$ cat src/rtl/clock_pkg.sv
// clock_pkg: shared time-of-day constants and load FSM states
package clock_pkg;
    localparam int SEC_MAX = 59;
    localparam int MIN_MAX = 59;
    localparam int MIN_W = 6;
    localparam int HOUR_W = 5;
    typedef enum logic [0:0] {RUN = 1'b0, APPLY = 1'b1} state_t;
endpackage

$ cat src/rtl/min_hour_counter_if.sv
// min_hour_counter_if: valid/ready time-load port
interface min_hour_counter_if;
    import clock_pkg::*;
    logic load_valid;
    logic load_ready;
    logic [MIN_W-1:0] load_minutes;
    logic [HOUR_W-1:0] load_hours;
    logic load_error;
    modport master(output load_valid, load_minutes, load_hours, input load_ready, load_error);
    modport slave(input load_valid, load_minutes, load_hours, output load_ready, load_error);
endinterface

$ cat src/rtl/mod_counter.sv
// mod_counter: loadable modulo counter with combinational wrap carry
module mod_counter #(
    parameter int MODULUS = 60,
    parameter int WIDTH = 6
) (
    input  logic clk,
    input  logic reset,
    input  logic inc,
    input  logic load,
    input  logic [WIDTH-1:0] load_value,
    output logic [WIDTH-1:0] value,
    output logic wrap
);
    // wrap is combinational so a chained counter steps in the same cycle
    assign wrap = inc && value == WIDTH'(MODULUS - 1);
    always_ff @(posedge clk) begin
        if (reset) value <= '0;
        else if (load) value <= load_value;
        else if (inc) value <= wrap ? '0 : value + WIDTH'(1);
    end
endmodule

$ cat src/rtl/min_hour_counter.sv
// min_hour_counter: minutes/hours time-of-day with time load and minute alarm
module min_hour_counter
    import clock_pkg::*;
#(
    parameter int MAX_HOURS = 24,
    parameter bit ALARM_EN_RST = 1'b0
) (
    input  logic clk,
    input  logic reset,
    input  logic sec_tick,
    min_hour_counter_if.slave load_port,
    input  logic alarm_set,
    input  logic alarm_clear,
    input  logic [MIN_W-1:0] alarm_minutes,
    input  logic [HOUR_W-1:0] alarm_hours,
    output logic [MIN_W-1:0] minutes,
    output logic [HOUR_W-1:0] hours,
    output logic min_rollover,
    output logic day_rollover,
    output logic alarm_hit,
    output logic alarm_armed
);
    state_t state;
    logic [MIN_W-1:0] ld_min, al_min, nxt_min;
    logic [HOUR_W-1:0] ld_hr, al_hr, nxt_hr;
    logic accept, apply, ok, inc, min_wrap, hr_wrap;
    assign load_port.load_ready = state == RUN;
    assign accept = load_port.load_valid && state == RUN;
    assign apply = state == APPLY;
    assign ok = ld_min <= MIN_W'(MIN_MAX) && ld_hr < HOUR_W'(MAX_HOURS);
    // a tick colliding with a load handshake is dropped; the load wins
    assign inc = state == RUN && sec_tick && !load_port.load_valid;
    assign nxt_min = min_wrap ? '0 : minutes + MIN_W'(1);
    assign nxt_hr = hr_wrap ? '0 : hours + HOUR_W'(min_wrap);
    mod_counter #(.MODULUS(60), .WIDTH(MIN_W)) u_min (
        .clk(clk), .reset(reset), .inc(inc), .load(apply && ok),
        .load_value(ld_min), .value(minutes), .wrap(min_wrap)
    );
    mod_counter #(.MODULUS(MAX_HOURS), .WIDTH(HOUR_W)) u_hr (
        .clk(clk), .reset(reset), .inc(min_wrap), .load(apply && ok),
        .load_value(ld_hr), .value(hours), .wrap(hr_wrap)
    );
    always_ff @(posedge clk) begin
        if (reset) begin
            state <= RUN;
            ld_min <= '0;
            ld_hr <= '0;
            load_port.load_error <= 1'b0;
            min_rollover <= 1'b0;
            day_rollover <= 1'b0;
            alarm_hit <= 1'b0;
            alarm_armed <= ALARM_EN_RST;
            al_min <= '0;
            al_hr <= '0;
        end else begin
            state <= accept ? APPLY : RUN;
            if (accept) begin
                ld_min <= load_port.load_minutes;
                ld_hr <= load_port.load_hours;
            end
            load_port.load_error <= apply && !ok;
            min_rollover <= min_wrap;
            day_rollover <= hr_wrap;
            // only counted steps can hit; loads never reach this compare
            alarm_hit <= inc && alarm_armed && nxt_min == al_min && nxt_hr == al_hr;
            alarm_armed <= alarm_clear ? 1'b0 : alarm_set ? 1'b1 : alarm_armed;
            if (alarm_set) begin
                al_min <= alarm_minutes;
                al_hr <= alarm_hours;
            end
        end
    end
endmodule

$ cat src/flat_wrapper.sv
// flat-port wrapper written by rule: the top's interface ports become plain ports
module min_hour_counter_flat import clock_pkg::*;
#(
    parameter int MAX_HOURS = 24,
    parameter bit ALARM_EN_RST = 1'b0
)
  (clk, reset, sec_tick, alarm_set, alarm_clear, alarm_minutes, alarm_hours, minutes, hours, min_rollover, day_rollover, alarm_hit, alarm_armed, load_port_load_valid, load_port_load_minutes, load_port_load_hours, load_port_load_ready, load_port_load_error);
  min_hour_counter_if load_port_i ();
  input  logic clk;
  input  logic reset;
  input  logic sec_tick;
  input  logic alarm_set;
  input  logic alarm_clear;
  input  logic [MIN_W-1:0] alarm_minutes;
  input  logic [HOUR_W-1:0] alarm_hours;
  output logic [MIN_W-1:0] minutes;
  output logic [HOUR_W-1:0] hours;
  output logic min_rollover;
  output logic day_rollover;
  output logic alarm_hit;
  output logic alarm_armed;
  input wire logic [$bits(load_port_i.load_valid)-1:0] load_port_load_valid;
  input wire logic [$bits(load_port_i.load_minutes)-1:0] load_port_load_minutes;
  input wire logic [$bits(load_port_i.load_hours)-1:0] load_port_load_hours;
  output wire logic [$bits(load_port_i.load_ready)-1:0] load_port_load_ready;
  output wire logic [$bits(load_port_i.load_error)-1:0] load_port_load_error;
  assign load_port_i.load_valid = load_port_load_valid;
  assign load_port_i.load_minutes = load_port_load_minutes;
  assign load_port_i.load_hours = load_port_load_hours;
  assign load_port_load_ready = load_port_i.load_ready;
  assign load_port_load_error = load_port_i.load_error;
  min_hour_counter #(.MAX_HOURS(MAX_HOURS), .ALARM_EN_RST(ALARM_EN_RST)) u_core (.clk(clk), .reset(reset), .sec_tick(sec_tick), .load_port(load_port_i), .alarm_set(alarm_set), .alarm_clear(alarm_clear), .alarm_minutes(alarm_minutes), .alarm_hours(alarm_hours), .minutes(minutes), .hours(hours), .min_rollover(min_rollover), .day_rollover(day_rollover), .alarm_hit(alarm_hit), .alarm_armed(alarm_armed));
endmodule
$ cat config.mk
export PLATFORM = sky130hd
export DESIGN_NAME = min_hour_counter_flat
export DESIGN_NICKNAME = d
export VERILOG_FILES = /design/src/rtl/clock_pkg.sv /design/src/rtl/min_hour_counter_if.sv /design/src/rtl/mod_counter.sv /design/src/rtl/min_hour_counter.sv /design/src/flat_wrapper.sv
export SDC_FILE = /design/constraint.sdc
export NUM_CORES = 1
export LEC_CHECK = 0
export ABC_AREA = 1
export BUFFER_PORTS_ARGS = -buffer_cell sky130_fd_sc_hd__clkbuf_2
export CAP_MARGIN = 20
export CORE_ASPECT_RATIO = 0.9
export CORE_UTILIZATION = 35
export CTS_CLUSTER_SIZE = 28
export DETAILED_ROUTE_END_ITERATION = 7
export MAX_ROUTING_LAYER = met4
export PLACE_DENSITY = 0.59
export RECOVER_POWER = 100
export SLEW_MARGIN = 0
export SYNTH_ARGS = -nofsm -noshare
export SYNTH_HDL_FRONTEND = slang
export SYNTH_SLANG_ARGS = --single-unit
export TNS_END_PERCENT = 5
$ cat constraint.sdc
create_clock -name clk -period 2.9 [get_ports clk]
set_input_delay 0.58 -clock clk [delete_from_list [all_inputs] [get_ports clk]]
set_output_delay 0.58 -clock clk [all_outputs]
set_load 0.01 [all_outputs]
-- Word-level counts from Yosys, hierarchy flattened
Cells that the tools add are included.
Widths: inputs -> output; s select.
- multiplexer cells: 8
- equality and inequality tests: 4
- magnitude comparators: 2
- $add $sub $neg: 3
- bitwise gates (word level): 1
- reductions and logical operators: 16
- operators with widths (operator ; number):
    $mux 5 ; 4
    $mux 6 ; 3
    $logic_and 1x1->1 ; 11
    $add 6x1->6 const B ; 1
    $eq 6x6->1 ; 1
    $eq 6x6->1 const B ; 1
    $le 6x6->1 const B ; 1
    $add 5x1->5 ; 1
    $add 5x1->5 const B ; 1
    $eq 5x5->1 ; 1
    $eq 5x5->1 const B ; 1
    $lt 5x5->1 const B ; 1
    $reduce_bool 2->1 ; 2
    $logic_not 1->1 ; 2
    $reduce_or 2->1 ; 1
    $mux 1 ; 1
    $not 1->1 ; 1
- word-level logic and storage cells: 46
- input bits: 28
- register bits: 39
- output and inout port bits: 17

-- Longest topological paths before layout
- depth after elaboration: 8
- gate-level depth with buffers: 17
- mapped depth without buffers: 15

-- By module
Synthesis repeated with hierarchy kept, for this count alone.
- cell total of the unflattened synthesis: 304
- area, all modules: 2073.2 µm²
- modules (own cells, without submodules) (module ; sequential area each (µm²) ; instances ; cells each ; area each (µm²)):
    min_hour_counter ; 560.5 ; 1 ; 200 ; 1340.0
    mod_counter (u_core.u_min) ; 120.1 ; 1 ; 57 ; 410.4
    mod_counter (u_core.u_hr) ; 100.1 ; 1 ; 47 ; 322.8

-- Worst setup path before layout
No wires, ideal clock.
- path kind: register to register
- from: reg u_core.u_min.value[0]
- to: reg u_core.alarm_hit
- stages on the path, launching flop included: 16
- path slack: 0.719 ns
- data arrival time: 2.118 ns
- library setup time: 0.064 ns
- buffers on the path: 1
- data required time: 2.836 ns
- clock period less this slack: 2.181 ns
- cells stage by stage: dfxtp_1 -> ha_1 -> nand3_2 -> nor2_4 -> nand2_4 -> buf_6 -> clkinv_2 -> ha_1 -> ha_1 -> nand3_1 -> xor2_1 -> inv_1 -> nand3_1 -> a21oi_1 -> nand3_1 -> nor2_1
- word-level cells in the longest chain between the ends: 6
- elaborated cells on any way between the ends: 11
- classes of those cells: add/sub: 2; eq/ne: 3; mux: 2; reduce/logical: 4
- RTL lines (what ; line ; source):
    from (decl) ; mod_counter.sv:11 ; output logic [WIDTH-1:0] value,
    from (signal assigned) ; mod_counter.sv:18 ; else if (load) value <= load_value;
    from (signal assigned) ; mod_counter.sv:19 ; else if (inc) value <= wrap ? '0 : value + WIDTH'(1);
    $eq 6x6->1 * ; mod_counter.sv:15 ; assign wrap = inc && value == WIDTH'(MODULUS - 1);
    $logic_and 1x1->1 * ; mod_counter.sv:15 ;
    via u_core.min_wrap ; min_hour_counter.sv:26 ; logic accept, apply, ok, inc, min_wrap, hr_wrap;
    $add 5x1->5, or another cell as far along ; min_hour_counter.sv:34 ; assign nxt_hr = hr_wrap ? '0 : hours + HOUR_W'(min_wrap);
    $mux 5 or $eq 6x6->1 (tied branches) ; min_hour_counter.sv:34, min_hour_counter.sv:65 ;
    $eq 5x5->1 or $logic_and 1x1->1 (tied branches) ; min_hour_counter.sv:65 ; alarm_hit <= inc && alarm_armed && nxt_min == al_min && nxt_hr == al_hr;
    $logic_and 1x1->1 * ; min_hour_counter.sv:65 ;
    to (signal assigned) ; min_hour_counter.sv:65 ;
    to (decl) ; min_hour_counter.sv:20 ; output logic alarm_hit,
The timed path passes the listed nets; every way through them passes the cells marked *.
A chain may end at the register's enable or synchronous reset.

-- Final worst setup path
Same ends and word-level chain as after synthesis.

==> run summary <==
Layout cell share with drive strength beyond 1: 0.1313
Peak supply drop: 226.6 uV
Most used routing layer: met2
GPL Wtd Cong: 0.8682
Row count: 25
Most used cell, CP: ha_1
Syn_nets: 309
DP Worst Slack: 572.5 ps
PostCTS Resize Cnt: 0
Top-level port count: 45
CP Class: flip-flop to flip-flop
Routed vias: 1806
Fmax: 409.9 MHz
Synth Cell Area: 1951 sq um
Distinct cells, synth: 28
HPWL after DPL: 3542 um
Area of placed instances: 2205 sq um
Hold Crit Class: input pin to flip-flop
Die area: 5876 sq um
Area growth, synth to finish: 15.27%
Overflow left after global routing: 0
Top post-synthesis cells by area: dfxtp_1, nand2_1, o21ai_0, nor2_1, inv_1
Yosys Warn Count: 0
DRC: 0
Sequential fraction of the synthesis area: 0.4003
Finished Core Util: 0.4228
Crit-path max cell delay: 440 ps
Setup ws final: 460.5 ps
Max Slew Vio Count: 0
Initial antenna violation count: 0
Final setup fails: 0
Latest clock arrival within the worst-skew pair: 290 ps
Final hold violation count: 0
Die width: 80.69 um
Starting Density: 0.3668
Met3 Resource Use GR: 0.04125
Inserted Diodes: 0
Nets: 351
Final WL: 4563 um
Placed Cells: 379
Pin count of the biggest net entering global routing: 31
Most common cell after layout, fill and taps aside: nand2_1
Unrepaired setup endpoints after global routing: no
CP Capture Type: flip-flop
First-pass GRT wire length: 7900 um
Total power: 1.082 mW
Leading area contributor after synthesis: dfxtp_1
Drt via density: 4.667
Max-cap violation count: 0
Non-Filler Instances: 387
Tmin final: 2439 ps
Clock root cell: clkbuf_8
Clk buf depth: 2
CP Data Required Time: 3130 ps
Commonest cells after routing, fill and taps aside: nand2_1, nor2_1, dfxtp_1, inv_1, o21ai_0
Setup Skew: 4.127 ps
Crit path DAT: 2670 ps
Slowest CP cell: dfxtp_1
Total CTS buffers: 5
Hold slack: 448.5 ps
FF+latch count, synth: 39
Wire per inst: 11.79 um
Crit share post-route: 0.8412
H-tree levels: 2
CP startpoint kind: flip-flop
Slew @ Worst Pin: 1089 ps
Buf+Inv Stages, Crit Path: 2
GR met2 Demand/Resource: 0.2542
Outcome: finished, final reports clean
CTS sink count: 39
Crit Path Max Fanout: 15
Port buffer count: 44
Vias in the first global route: 1688
Mapped Cells: 277
PD cells: 481.2 nW/um^2
CP cell instances: ha_1, nand3_2, nor2_1, nand2_4, clkinv_2, ha_1, ha_1, nand3_1, xor2_1, inv_1, nand2_1, nand2_1, a21oi_1, nand3_1, nor2_1
# Post-CTS Setup Buffers: 0
Slew Limit Headroom: 0.2740
TritonCTS clock tree: built
TNS Setup: 0 ps
Top-area cell type share of the netlist area: 0.4003
Syn avg cell area: 7.042 sq um
Core footprint: 5318 sq um
Initial DRC count: 78
Die Span Y: 72.83 um
Gr usage total: 0.1817
DRT antenna net count: 0
CTS clk-pin slew, worst paths: 70 ps
DRT Pass-1 Iters: 5
Post-CTS Hold Buffers: 0
Family with the most delay on the worst path: simple AND/OR/NAND/NOR gates
Final Instance Area: 2248 sq um
GR Layer Usage met1: 0.2538
Leakage: 1.070 nW
[flip-flops by register name, summed over array words and instances, names as in the netlist]
register                     flops
u_core.al_min                    6
u_core.ld_min                    6
u_core.u_min.value               6
u_core.al_hr                     5
u_core.ld_hr                     5
u_core.u_hr.value                5
u_core.alarm_armed               1
u_core.alarm_hit                 1
u_core.apply                     1
u_core.day_rollover              1
u_core.load_port.load_error      1
u_core.min_rollover              1
[area by class of cell]
class | count | area [sq um]
Clock buffer | 7 | 76.32
Clock inverter | 1 | 5.005
Fill cell | 599 | 3069
Inverter | 38 | 143.9
Multi-Input combinational cell | 190 | 955.9
Sequential cell | 39 | 780.7
Tap cell | 67 | 83.83
Timing Repair Buffer | 45 | 202.7
[Yosys cell counts, drive strengths merged]
cell,count
dfxtp,39
xor2,10
o21ai,30
nand3b,2
a31oi,1
nor3,5
buf,3
o22ai,1
nand4,2
inv,37
nand3,20
ha,4
nand2,56
clkbuf,7
a21oi,16
nor2,39
o211ai,4
clkinv,1
[power by group]
group          total, mW  internal (mW)  switching, mW
clock              0.348          0.169          0.180
sequential         0.593          0.567         0.0264
combinational      0.141         0.0549         0.0858
total               1.08          0.790          0.292
[metal layers]
| metal | vias to the layer above | wire [um] | part of all wire |
|---|---|---|---|
| li1 | 965 | - | - |
| met1 | 793 | 2436 | 0.53 |
| met2 | 42 | 1820 | 0.40 |
| met3 | 6 | 233 | 0.051 |
| met4 | 0 | 72 | 0.016 |
| met5 | - | 0 | 0 |
[final timing paths]
path	startpoint	to	slack [ps]	cells after the start
setup reg to reg	u_core.u_min.value[0]	u_core.alarm_hit	460	15
hold / removal	alarm_clear	u_core.alarm_armed	450	2
setup / recovery	u_core.u_min.value[0]	u_core.alarm_hit	460	15
hold reg to reg	u_core.ld_min[1]	u_core.ld_min[1]	460	2
[logic make-up after synthesis]
family	count (synthesis)	synth area share
simple gates	124	0.2861
xor+xnor	10	0.04490
fa+ha+maj	4	0.02566
compound gates	52	0.1398
flops	39	0.4003
buf+inv	48	0.1033
Power figures use the tool's default switching activity.
